<file path="config.mk">
export PLATFORM = sky130hd
export DESIGN_NAME = imem_arbiter
export DESIGN_NICKNAME = d
export VERILOG_FILES = /design/src/rtl/imem_arbiter.sv
export SDC_FILE = /design/constraint.sdc
export NUM_CORES = 1
export LEC_CHECK = 0
export BUFFER_PORTS_ARGS = -buffer_cell sky130_fd_sc_hd__buf_2
export CAP_MARGIN = 20
export CORE_MARGIN = 8
export CORE_UTILIZATION = 28
export DETAILED_ROUTE_END_ITERATION = 6
export PLACE_DENSITY = 0.88
export SETUP_SLACK_MARGIN = 0.5
export SLEW_MARGIN = 25
export SYNTH_ARGS = -nofsm -noshare
export SYNTH_HDL_FRONTEND = slang
export SYNTH_SLANG_ARGS = --single-unit
</file>
<file path="constraint.sdc">
create_clock -name CLK -period 0.8 [get_ports CLK]
set_input_delay 0.12 -clock CLK [delete_from_list [all_inputs] [get_ports CLK]]
set_output_delay 0.12 -clock CLK [all_outputs]
set_load 0.01 [all_outputs]
</file>
<file path="src/rtl/imem_arbiter.sv">
// imem_arbiter: shares the single-port instruction memory between fetch reads
// and a loader/debug port (loader priority, bounded burst), squashes fetch data
// on a taken branch, and tracks which requester owns the 1-cycle read response.
// Latency: grants are combinational; read data returns exactly 1 cycle after grant.
// Backpressure: a requester holds REQ until its GNT; fetch sees F_STALL while waiting.
// Optional feature macro: IMEM_ARB_LOADER_EN (undefined = fetch-only arbiter).
module imem_arbiter #(
  parameter int ADDR_W       = 16,
  parameter int DATA_W       = 32,
  parameter int LD_MAX_BURST = 4
) (
  input  logic              CLK,
  input  logic              RST_N,
  input  logic              F_REQ,
  input  logic [ADDR_W-1:0] F_ADDR,
  output logic              F_GNT,
  output logic              F_STALL,
  output logic              F_RVALID,
  output logic [DATA_W-1:0] F_RDATA,
  input  logic              ME_BRT,
  input  logic              L_REQ,
  input  logic              L_WE,
  input  logic [ADDR_W-1:0] L_ADDR,
  input  logic [DATA_W-1:0] L_WDATA,
  output logic              L_GNT,
  output logic              L_RVALID,
  output logic [DATA_W-1:0] L_RDATA,
  output logic              M_EN,
  output logic              M_WE,
  output logic [ADDR_W-3:0] M_ADDR,
  output logic [DATA_W-1:0] M_WDATA,
  input  logic [DATA_W-1:0] M_RDATA
);

`ifdef IMEM_ARB_LOADER_EN
  typedef enum logic [1:0] {S_IDLE, S_FRD, S_LRD} owner_e;
  localparam logic [3:0] LC_MAX = 4'(LD_MAX_BURST);
  logic [3:0]        r_burst_cnt;
  logic [3:0]        w_burst_nxt;
  logic [DATA_W-1:0] r_m_wdata;
`else
  typedef enum logic {S_IDLE, S_FRD} owner_e;
`endif

  owner_e            r_owner;
  owner_e            w_owner_nxt;
  logic              r_squash;
  logic              w_squash_nxt;
  logic              w_f_gnt;
  logic              w_l_gnt;
  logic [ADDR_W-3:0] r_m_addr;
  logic              w_unused;

`ifdef IMEM_ARB_LOADER_EN
  assign w_unused = ^{F_ADDR[1:0], L_ADDR[1:0]};
`else
  assign w_unused = ^{F_ADDR[1:0], L_REQ, L_WE, L_ADDR, L_WDATA};
`endif

  // Grant selection: loader wins until it has used its burst while fetch waits
  always_comb begin
    w_f_gnt = 1'b0;
    w_l_gnt = 1'b0;
`ifdef IMEM_ARB_LOADER_EN
    if (L_REQ && (!F_REQ || (r_burst_cnt < LC_MAX))) begin
      w_l_gnt = 1'b1;
    end else if (F_REQ) begin
      w_f_gnt = 1'b1;
    end
`else
    w_f_gnt = F_REQ;
`endif
  end

  // Next owner of the response slot, squash flag and burst count
  always_comb begin
    w_owner_nxt  = S_IDLE;
    w_squash_nxt = w_f_gnt & ME_BRT;
    if (w_f_gnt) begin
      w_owner_nxt = S_FRD;
    end
`ifdef IMEM_ARB_LOADER_EN
    else if (w_l_gnt && !L_WE) begin
      w_owner_nxt = S_LRD;
    end
    w_burst_nxt = r_burst_cnt;
    if (!F_REQ || w_f_gnt) begin
      w_burst_nxt = 4'd0;
    end else if (w_l_gnt && (r_burst_cnt < LC_MAX)) begin
      w_burst_nxt = r_burst_cnt + 4'd1;
    end
`endif
  end

  // State registers; reset drops any outstanding read
  always_ff @(posedge CLK or negedge RST_N) begin
    if (!RST_N) begin
      r_owner  <= S_IDLE;
      r_squash <= 1'b0;
      r_m_addr <= '0;
`ifdef IMEM_ARB_LOADER_EN
      r_burst_cnt <= 4'd0;
      r_m_wdata   <= '0;
`endif
    end else begin
      r_owner  <= w_owner_nxt;
      r_squash <= w_squash_nxt;
      if (w_f_gnt || w_l_gnt) begin
        r_m_addr <= M_ADDR;
      end
`ifdef IMEM_ARB_LOADER_EN
      r_burst_cnt <= w_burst_nxt;
      if (w_l_gnt || w_f_gnt) begin
        r_m_wdata <= L_WDATA;
      end
`endif
    end
  end

  // Memory drive and requester-facing outputs; address/data hold when idle
  always_comb begin
    F_GNT    = w_f_gnt;
    L_GNT    = w_l_gnt;
    F_STALL  = F_REQ & ~w_f_gnt;
    M_EN     = w_f_gnt | w_l_gnt;
    M_WE     = 1'b0;
    M_ADDR   = r_m_addr;
    M_WDATA  = '0;
    F_RVALID = 1'b0;
    F_RDATA  = '0;
    L_RVALID = 1'b0;
    L_RDATA  = '0;
    if (w_f_gnt) begin
      M_ADDR = F_ADDR[ADDR_W-1:2];
    end
    if (r_owner == S_FRD) begin
      F_RVALID = ~r_squash & ~ME_BRT;
      F_RDATA  = M_RDATA;
    end
`ifdef IMEM_ARB_LOADER_EN
    M_WDATA = r_m_wdata;
    if (w_l_gnt) begin
      M_ADDR = L_ADDR[ADDR_W-1:2];
      M_WE   = L_WE;
    end
    if (w_l_gnt || w_f_gnt) begin
      M_WDATA = L_WDATA;
    end
    if (r_owner == S_LRD) begin
      L_RVALID = 1'b1;
      L_RDATA  = M_RDATA;
    end
`endif
  end

endmodule

</file>
Word-level counts from Yosys, hierarchy flattened

Cells that the tools add are included.

Register bits: 16

Multiplexer cells: 4
Bitwise gates (word level): 4

Operator list:

| kind        | number |
|---|---|
| $mux 32     | 1 |
| $mux 14     | 1 |
| $and 1x1->1 | 2 |
| $mux 1      | 2 |
| $not 1->1   | 2 |

Longest topological paths before layout

Gate-level depths: netlist (run 1).

Word-level depth: 3
Mapped depth: 3
Depth with buffers taken out: 1

Worst setup path after synthesis (run 1)

Ideal clock, no wire load.

Path kind: register to output
Start: register r_owner
End: output port F_RDATA[0]
Data arrival time: 750 ps
Data required time: 680 ps
Path slack: -70 ps
Stages on the path, launching flop included: 3
Cells stage by stage: dfrtp_1 > clkbuf_1 > and2_1

Word-level cells in the longest chain between the ends: 1

RTL lines:

| item                   | RTL line | text |
|---|---|---|
| from (decl)            | 45       | `owner_e r_owner;` |
| from (signal assigned) | 106      | `r_owner <= w_owner_nxt;` |
| $mux 32                | 136      | `if (r_owner == S_FRD) begin` |
| to (decl)              | 19       | `output logic [DATA_W-1:0] F_RDATA,` |

Every way passes these cells.

Worst setup path after layout (run 1)

Start: register r_owner
End: output port F_RDATA[4]

The elaborated chain is that of the path after synthesis.

==> summary.md, run 1 <==
Core area: 5410 um2. For the slack of the critical path, the log shows -444 ps. The number of H-tree levels was 1; the required time at the worst-slack endpoint was 680 ps.

For the final max-slew violation count, the log shows 0. STA classifies the critical path startpoint as a register. Share of synthesized cell area in and, or, nand and nor gates: 14.0%. Average wire per standard cell: 14.6 um. Clock transition time at the flip-flop clock pins of the worst setup and hold paths: 60 ps.

Clock tree root driver cell: sky130_fd_sc_hd__clkbuf_8. Across the VDD grid, the largest voltage drop is 0.914 mV. The run gives 0.804 GHz as the peak clock frequency supported by timing.

The number of endpoints with negative hold slack in the final report is 16, and the HPWL reported at the end of detailed placement is 3640 um. For the multi-input gate area in the final layout, the log shows 887 um2. The top cell types in the final layout, fill and taps aside, are 71 x sky130_fd_sc_hd__buf_2, 68 x sky130_fd_sc_hd__conb_1, 30 x sky130_fd_sc_hd__buf_6. The flow ran to the end, but the final reports show violations. In this run the static leakage power is 1.28 nW. After Yosys synthesis, full adders, half adders and majority gates account for 0% of the synthesized area. Global routing finished with a remaining overflow of 0. The clock buffer count from CTS was 3.

The first routing iteration left 12 violations. The die height is 90.0 um. At the later pin of the worst-skew pair, clock insertion delay measures 250 ps. STA classifies the critical path endpoint as an output pin. The horizontal die dimension came out at 90.0 um.

From synthesis to final layout, the design area changed by 47.0%. The flip-flop and latch count after synthesis was 16; the effective utilization at floorplan was 28.3%. The placed instances occupy a cell area of 1890 um2. Counting every instance in the synthesized netlist gives 155. The share of the cycle needed by the critical path after routing came out at 155%. The first detailed-routing pass ran for 4 iterations. The filler cells instantiated in the layout total 503. The count of buffers added on input and output ports is 98. The run gives 10 as the number of distinct library cells after synthesis.

The clock passes through at most 2 buffers. Number of top-level pins: 219. A synthesized cell averages 9.88 um2.

The floorplan step defined a die boundary enclosing 8090 um2. Setup slack on the worst reg-to-reg path comes out at -190 ps. TritonCTS built the clock tree. Setup total negative slack on the finished layout was measured at -19050 ps. For the post-place setup slack, the log shows -209 ps. Via count of the first global-routing pass: 1356. The library cell used most frequently in the layout, excluding fill and tap cells, is sky130_fd_sc_hd__buf_2.

Entering global routing, the biggest net connects 23 pins. The logs give -226 ps for the tightest hold margin and 1530 um2 for the netlist area before placement. By startpoint and endpoint, the worst setup path is classified as reg -> out. The synthesized netlist devotes 0% of its cell area to XOR and XNOR gates. The portion of synthesized area spent on multiplexers is 22.8%. Along the worst path, the maximum fanout reaches 22. The class of the tightest hold or removal check was in -> async.

The tools report the weighted congestion at the end of routability-driven global placement as 0.746. The number of vias in the routed layout came out at 1183. Once layout is complete, the utilization of the core stands at 41.6%. The number of antenna violations at the first check in global routing is 0.

The final worst clock skew is 0 ps, and the arrival time reported for the critical path endpoint is 1120 ps. The via density per instance was 3.60. The finished cells cover 2250 um2. Setup violations remaining at the end of the flow were counted as 50. The final layout contains routed wiring with a total length of 4790 um. The share of post-route cells with drive strength above 1 came out at 59.5%. For the floorplan row count, the log shows 27. The power per cell area works out to 1210 nW/um2. The shortest period the worst path allows came out at 1240 ps. Combinational family with the most area after synthesis: buffers and inverters. The share of the synthesized area in compound gates (AO/OA/AOI/OAI) came out at 0%. Setup repair after global routing could not meet its margin everywhere. In the final layout, flip-flops and latches occupy 402 um2. The number of warnings reported in the yosys synthesis log was 0; the DRC violation count after routing was 0.

Once detail routing completed, the nets flagged for antenna violations numbered 0. The run gives 26.1% as the part of the Yosys area used for sequential elements. For this design, the sink count on the clock tree is 16. The first global-routing pass estimated 7400 um of wire. For the number of violations of the max-capacitance limit, the log shows 0. The checks that failed: negative hold slack, negative setup slack. The combined global-route utilization of all metal layers is 10.7%, and the count of nets after finishing is 361. The repair_antennas step left the layout with diodes totalling 0.
[cell families (layout without fill, tap and decap cells)]
group | after synthesis | in the layout
AND/OR/NAND/NOR | 34 | 34
buffers and inverters | 76 | 111
flip-flops | 16 | 16
multiplexers | 28 | 28
other | 1 | 68
[final timing paths]
check / start / end / cells past startpoint
max: r_owner$_DFF_PN0_ / F_RDATA[4] / 3
min: RST_N / r_m_addr[6]$_DFFE_PN0P_ / 1
max reg2reg: r_m_addr[0]$_DFFE_PN0P_ / r_m_addr[0]$_DFFE_PN0P_ / 3
min reg2reg: r_m_addr[6]$_DFFE_PN0P_ / r_m_addr[6]$_DFFE_PN0P_ / 1
max in group asynchronous: RST_N / r_owner$_DFF_PN0_ / 1
min in group CLK: F_ADDR[3] / r_m_addr[1]$_DFFE_PN0P_ / 2
[critical path, cell delays in order, from the launching register on]
cell and delay, ps:
sky130_fd_sc_hd__dfrtp_2 440, sky130_fd_sc_hd__buf_12 160, sky130_fd_sc_hd__and2_1 140, sky130_fd_sc_hd__buf_2 140
[what timing repair did]
| action | 4_1_cts | 5_1_grt |
|---|---|---|
| gates cloned | 2 | 0 |
| hold endpoints to repair | 16 | 16 |
| gates resized for setup | 29 | 26 |
| setup buffers | 2 | 1 |
| endpoints found under the setup margin | 64 | 64 |
[registers in the layout, indices dropped and copies added (netlist names)]
signal,count
r_m_addr,14
r_owner,1
r_squash,1
[cell usage after synthesis, drive strengths merged]
cell / instances / area [um2]
nor3b: 1 / 7.51
dfrtp: 16 / 400
clkbuf: 3 / 11.3
mux2: 28 / 349
and2: 33 / 206
conb: 1 / 3.75
buf: 73 / 553
[power breakdown]
group	switching [mW]	internal, mW
clock	0.272	0.334
combinational	0.536	0.652
sequential	0.0511	0.886
total	0.859	1.87
[metal layers]
| metal | GRT usage [%] | routed length (um) |
|---|---|---|
| met4 | 3.19 | 53 |
| met2 | 20.1 | 2630 |
| met5 | 0 | 0 |
| met1 | 9.61 | 1520 |
| met3 | 5.90 | 590 |
[stage by stage]
stage                     total power, mW  instances
after CTS                            2.60        328
after detailed placement             1.83        321
after global placement               1.81        321
after floorplan                      1.74        222
after global routing                 2.86        329
final                                2.73        329
[layout make-up]
type                    count  share of cell area, %
multi-input cells         130                   39.4
repair buffers            108                   36.9
flip-flops and latches     16                   17.8
well taps                  72                   4.00
clock buffers               3                   1.83
(Power assumes the default switching activity.)
==> run 2: changes to the inputs <==
--- a/config.mk
+++ b/config.mk
@@ -12,6 +12,7 @@
 export DETAILED_ROUTE_END_ITERATION = 6
 export PLACE_DENSITY = 0.88
 export SETUP_SLACK_MARGIN = 0.5
+export SKIP_LAST_GASP = 1
 export SLEW_MARGIN = 25
 export SYNTH_ARGS = -nofsm -noshare
 export SYNTH_HDL_FRONTEND = slang
==> run 2 against run 1 <==
Against the previous run: the flow still finishes with violations (negative hold slack, negative setup slack); sequential power about the same; critical path type unchanged; worst setup slack lost 3.7 ps; hold slack about the same; via count shrank 1.4%; wire length decreased by 2.7%; global-route usage down 0.12 points; cell area fell by 4.0%; register-to-register slack hardly changed; non-clock buffer count unchanged; critical path depth is the same.
==> summary.md, run 2 (synthesis gave the netlist of run 1 again) <==
The flow ran to the end, but the final reports show violations. The checks that failed: negative hold slack, negative setup slack. Dividing total power by cell area gives a power density of 1230 nW/um2.

The clock passes through at most 2 buffers. The critical path's slowest cell is sky130_fd_sc_hd__dfrtp_2. The final critical path takes up 156% of the cycle. 219 I/O pins were placed. The endpoint identified for the worst register-to-register timing path is r_m_addr[0]$_DFFE_PN0P_.

The run gives 0 as the number of antenna violations at the first check in global routing. Global routing used 10.6% of the available tracks. After filler insertion, the fill cell instance count of the layout stands at 510.

Clock latency on the worst-skew pair, taken at its later pin, is 250 ps. The finished layout holds 329 standard cells, fillers aside. Cells with a size suffix above 1 make up 55.3% of the layout. The core region is 5410 um2.

The worst register-to-register path has a depth of 3. The tools report the via count of the first global-routing pass as 1344. The largest register by flop count is r_m_addr. Clock-pin slew was measured on the worst setup and hold paths at 60 ps.

Input and output buffers added on the ports amount to 98. The run gives -226 ps as the tightest hold margin. Clock tree synthesis found a total of 16 sinks. The tools report the total length of routed wires as 4660 um.

TritonCTS built the clock tree. Setup repair after global routing could not meet its margin everywhere. Compared with the post-synthesis result, the final layout area differs by 41.1%. The die height came out at 90.0 um.

The area of the die is 8090 um2, and the average wire per standard cell is 14.2 um. The top cell types in the final layout, fill and taps aside, are 81 x sky130_fd_sc_hd__buf_2, 68 x sky130_fd_sc_hd__conb_1, 32 x sky130_fd_sc_hd__and2_1. Weighted congestion at the end of routability-driven global placement: 0.746.

Effective utilization at floorplan: 28.3%. The number of H-tree levels was 1; the peak clock frequency supported by timing was 0.802 GHz. The element type at the critical path end was an output pin. The logs give 50 for the number of failing setup endpoints in the final timing report and 16 for the number of endpoints with negative hold slack in the final report.

Cells fill 40.0% of the core in the end. Origin of the critical flop-to-flop path: r_m_addr[0]$_DFFE_PN0P_. Using the TritonRoute via totals, the vias-per-cell ratio works out to 3.55. Traced cell by cell, the critical path runs through buf_12 > and2_1 > buf_2. The logs give 0 for the antenna cell count and 23 for the pin count of the biggest net entering global routing. The floorplan has 27 rows. The tools report the number of design-rule violations left by the first detailed-router iteration as 13. The path class of the tightest hold or removal check is in -> async.

Leading cell type in the layout, fill and taps excluded: sky130_fd_sc_hd__buf_2. The arrival time reported for the critical path endpoint came out at 1130 ps. The die is 90.0 um wide. Total power after layout: 2.66 mW. The tools report the type of element launching the critical path as a register. The shortest period the worst path allows was 1250 ps. The register with the most flip-flops in the layout has 14 of them. The final max-slew violation count is 0, and the biggest fanout along the worst timing path is 22. The largest registers in the layout are r_m_addr (14), r_owner (1), r_squash (1). The run gives -448 ps as the slack of the critical path. The largest vdd supply drop came out at 0.914 mV.

The clock buffer count from CTS was 3; the final global-route overflow total was 0. The count of nets left with antenna violations after detail routing is 0. The run gives 1167 as the number of vias in the routed layout.

The setup path with the least slack is of type reg -> out. The run gives 1.24 nW as the leakage component of the power. The setup check on the worst reg-to-reg path leaves a slack of -190 ps.

The first global-routing pass estimated 7330 um of wire. The first detailed-routing pass ran for 4 iterations. After detailed routing, the number of remaining DRC violations is 0. Clock tree synthesis selected as its root buffer the cell sky130_fd_sc_hd__clkbuf_8. The logs give 0 ps for the final worst clock skew and 361 for the count of nets after finishing. The tool flagged a number of max-cap violations equal to 0. The number of placed instances, taps included, is 321.

The delay of the slowest cell on the worst path is 440 ps. The run gives 680 ps as the required time at the worst-slack endpoint. The HPWL reported at the end of detailed placement is 3640 um.
run 2: cell counts in the layout (fill, tap and decap cells not counted):
Identical to the previous run, type by type.
run 2: how the worst max path moves through the flow:
stage                            from    endpoint  slack (ps)  cells past startpoint
floorplan           r_owner$_DFF_PN0_  F_RDATA[0]         -20                      2
global placement                F_REQ   M_ADDR[6]        -190                      4
detailed placement              F_REQ   M_ADDR[4]        -210                      4
CTS                 r_owner$_DFF_PN0_  F_RDATA[2]        -450                      3
global route        r_owner$_DFF_PN0_  F_RDATA[2]        -480                      3
finish              r_owner$_DFF_PN0_  F_RDATA[2]        -450                      3
run 2: where the power goes:
| part | switching, mW | internal, mW |
|---|---|---|
| combinational | 0.522 | 0.600 |
| clock | 0.271 | 0.334 |
| sequential | 0.0510 | 0.887 |
run 2: final cells by class:
| cell class | count | area (um2) | area share (%) |
|---|---|---|---|
| multi-input cells | 130 | 860 | 39.8 |
| repair buffers | 108 | 768 | 35.6 |
| flip-flops and latches | 16 | 402 | 18.6 |
| well taps | 72 | 90.1 | 4.17 |
| clock buffers | 3 | 41.3 | 1.91 |
run 2: through the flow:
step | setup TNS [ps] | worst slack (ps) | cell area (um2)
5_1_grt | -20650 | -484 | 2160
6_report | -18970 | -448 | 2160
2_1_floorplan | -462 | -15.2 | 1840
3_3_place_gp | -8870 | -190 | 1890
4_1_cts | -19220 | -449 | 2110
3_5_place_dp | -9440 | -209 | 1890
run 2: critical path: cells and delay by family (launching register included):
kind	cells	cell delay (ps)
flip-flops	1	440
AND/OR/NAND/NOR	1	150
buffers and inverters	2	290
run 2: layer usage:
metal	wire, um	GRT usage, %	up-vias	part of all wire, %
met5	0	0	-	0
met4	53	3.19	0	1.1
met3	617	5.90	7	13
met2	2550	19.8	75	55
met1	1440	9.51	526	31
li1	-	-	559	-
run 2: repair_timing:
action,4_1_cts,5_1_grt
gates resized for setup,22,12
setup endpoints to repair,64,64
endpoints found under the hold margin,16,16
pin swaps,0,0
setup buffers,2,1
cloned,2,0
==> run 3: changes to the inputs <==
--- a/config.mk
+++ b/config.mk
@@ -7,6 +7,7 @@
 export LEC_CHECK = 0
 export BUFFER_PORTS_ARGS = -buffer_cell sky130_fd_sc_hd__buf_2
 export CAP_MARGIN = 20
+export CORE_ASPECT_RATIO = 1.75
 export CORE_MARGIN = 8
 export CORE_UTILIZATION = 28
 export DETAILED_ROUTE_END_ITERATION = 6
==> run 3 against run 2 <==
Against the previous run: the flow still finishes with violations (negative hold slack, negative setup slack); first-iteration DRC count decreased by 38%; worst setup slack improved by 2.7 ps; wire length increased by 5.2%; sequential share of layout area increased by 0.55 points; non-clock buffer count decreased by 1; flip-flop and latch count unchanged; die area increased by 1.2%; critical endpoint is now F_RDATA[11]; register-to-register slack about the same; largest cell class unchanged; clock-buffer cell count increased by 1; cell count decreased by 5.2%; hold slack got worse by 6.9 ps; fmax increased by 0.22%.
==> summary.md, run 3 (synthesis gave the netlist of run 1 again) <==
The flow ran to the end, but the final reports show violations. The final reports fail on negative hold slack, negative setup slack. For the finished layout, the period the worst path requires is 1240 ps.

In this run, the combinational gates consume 39.4% of the power. The logs give 0 for the antenna cell count and 0.803 GHz for the peak clock frequency supported by timing. The clock arrives with 0 ps of skew.

The setup path with the least slack is of type reg -> out. The horizontal die dimension is 71.9 um. The die height was 114 um; the part of the power in the clock network was 26.6%.

The power per cell area is 1310 nW/um2, and the core area is 5260 um2. The critical path's slowest cell was sky130_fd_sc_hd__dfrtp_1. The clock transition time at the flip-flop clock pins of the worst setup and hold paths was 60 ps; the HPWL reported at the end of detailed placement was 4140 um.

At the end of the flow, the number of nets in the layout was 360. In the finished design, the share of the clock period the worst path needs comes to 156%. Number of top-level pins: 219. The register with the most flip-flops in the layout has 14 of them. The first detailed-routing pass ran for 2 iterations.

In the layout the commonest cells are 82 x sky130_fd_sc_hd__buf_2, 68 x sky130_fd_sc_hd__conb_1, 32 x sky130_fd_sc_hd__and2_1. The congestion estimate from routability-driven global placement came to 0.816. The count of nets left with antenna violations once routing finished came out at 0. TritonCTS built the clock tree. Clock latency on the worst-skew pair, taken at its later pin, is 250 ps. The clock passes through at most 2 buffers. The arrival time reported for the critical path endpoint is 1120 ps, and the average wire per standard cell is 15.7 um. After the flow finishes, the layout carries non-filler instances totaling 312.

Of the cells placed in the final design, the portion with a size suffix greater than 1 is 54.9%. The family with the most delay on the worst path is flip-flops. Leading cell type in the layout, fill and taps excluded: sky130_fd_sc_hd__buf_2. The die covers 8190 um2. For this configuration, the core starts out at a cell density of 29.1%. In the final layout, the registers with the most flip-flops are r_m_addr (14), r_owner (1), r_squash (1).

The routed layout has 1245 vias. The signal on the critical path passes through buf_4 > and2_1 > buf_2. The run gives 0 as the number of antenna violations at the first check in global routing. After detailed routing, the number of remaining DRC violations is 0. The post-synthesis to final-layout area growth is 36.6%. More flip-flops sit in one register than any other, and that register is r_m_addr. The final max-slew violation count is 0, and the delay of the slowest cell on the worst path is 400 ps. STA classifies the critical path endpoint as an output pin. The number of endpoints with negative hold slack in the final report is 16, and the number of cells after detailed placement is 304. The tightest min-delay check is of the in -> async type. The logs give 1.89 mW for the internal portion of total power and -233 ps for the tightest hold margin. The tools report the wire length of the first global-routing pass as 7040 um. The setup TNS is -18940 ps, and the switching part of the total is 31.2%. The biggest fanout along the worst timing path came out at 12. The number of clock buffers added by TritonCTS is 3. The logs give 1.04 mV for the largest vdd supply drop and 855 uW for the switching power. The run gives 680 ps as the required time at the worst-slack endpoint.

The run gives 35 as the floorplan row count. Global routing used 11.0% of the available tracks across all layers. The tools report the total length of routed wires as 4900 um.

The share of total power dissipated in sequential elements is 34.0%. The number of H-tree levels came out at 1. Setup violations remaining at the end of the flow were counted as 48. The logs give 1.22 nW for the leakage component of the power and 8 for the number of design-rule violations left by the first detailed-router iteration. For this run the aggregate overflow at the end of global routing stands at 0.

The via count of the first global-routing pass is 1421, and the pin count of the biggest net entering global routing is 17. Setup repair after global routing could not meet its margin everywhere. Buffers placed on the I/O ports in this run total 98.

Across the run, the number of max-cap violations was 0. The clock sink total is 16. The tools report the type of element launching the critical path as a register. The clock tree root driver cell is sky130_fd_sc_hd__clkbuf_8. In the routed layout, each cell is associated on average with a via count of 3.99.

The slack of the critical path was -445 ps; the critical path buffer and inverter count was 2.
[run 3: changes by cell type in the layout (fill, tap and decap cells not counted), moves of 3 or more]
cell | before | now
sky130_fd_sc_hd__buf_4 | 1 | 4
sky130_fd_sc_hd__buf_6 | 20 | 17
sky130_fd_sc_hd__mux2_2 | 10 | 13
sky130_fd_sc_hd__mux2_4 | 18 | 15
[run 3: final cells by class]
class / instances / area, um2
sequential: 16 / 400
fill: 498 / 3160
timing repair buffer: 107 / 719
multi-input combinational: 130 / 848
clock buffer: 4 / 55.1
tap: 55 / 68.8
[run 3: final timing paths]
check,start,to,slack [ps],depth (start not counted)
worst min register to register,r_m_addr[6]$_DFFE_PN0P_,r_m_addr[6]$_DFFE_PN0P_,510,1
worst min-delay path,RST_N,r_m_addr[6]$_DFFE_PN0P_,-230,1
min in group CLK,F_ADDR[5],r_m_addr[3]$_DFFE_PN0P_,110,2
max in group asynchronous,RST_N,r_m_addr[0]$_DFFE_PN0P_,760,1
worst max register to register,r_m_addr[7]$_DFFE_PN0P_,r_m_addr[7]$_DFFE_PN0P_,-180,3
worst max-delay path,r_owner$_DFF_PN0_,F_RDATA[11],-440,3
[run 3: worst reg2reg max path, cell delays in order, from the launching register on]
cell	delay [ps]
sky130_fd_sc_hd__dfrtp_1	390
sky130_fd_sc_hd__buf_6	120
sky130_fd_sc_hd__buf_6	100
sky130_fd_sc_hd__mux2_4	260
[run 3: per-layer routing]
metal  track usage [%]  up-vias  wire length (um)
met4              4.53        0                75
li1                  -      553                 -
met1              7.68      552              1360
met3              8.70        5              1060
met2              20.5      135              2400
met5                 0        -                 0
[run 3: power by group through the flow]
stage | combinational [mW] | sequential [mW] | clock (mW)
6_report | 1.08 | 0.931 | 0.729
5_1_grt | 1.17 | 0.937 | 0.767
4_1_cts | 1.05 | 0.928 | 0.738
3_5_place_dp | 0.901 | 0.942 | 0
3_3_place_gp | 0.884 | 0.938 | 0
2_1_floorplan | 0.814 | 0.928 | 0
[run 3: timing repair]
item                                   in CTS  in global routing
setup endpoints to repair                  64                 64
resized for setup                          22                  4
pin swaps                                   0                  0
endpoints found under the hold margin      16                 16
cloned                                      1                  0
buffers inserted                            2                  1
[run 3: stage by stage]
stage | setup slack, ps | instance area [um2] | power (mW) | utilization, %
global placement | -180 | 1860 | 1.82 | 35.5
detailed placement | -190 | 1860 | 1.84 | 35.5
finish | -445 | 2090 | 2.74 | 39.8
global route | -482 | 2090 | 2.87 | 39.8
CTS | -459 | 2070 | 2.71 | 39.3
floorplan | -15.2 | 1840 | 1.74 | -
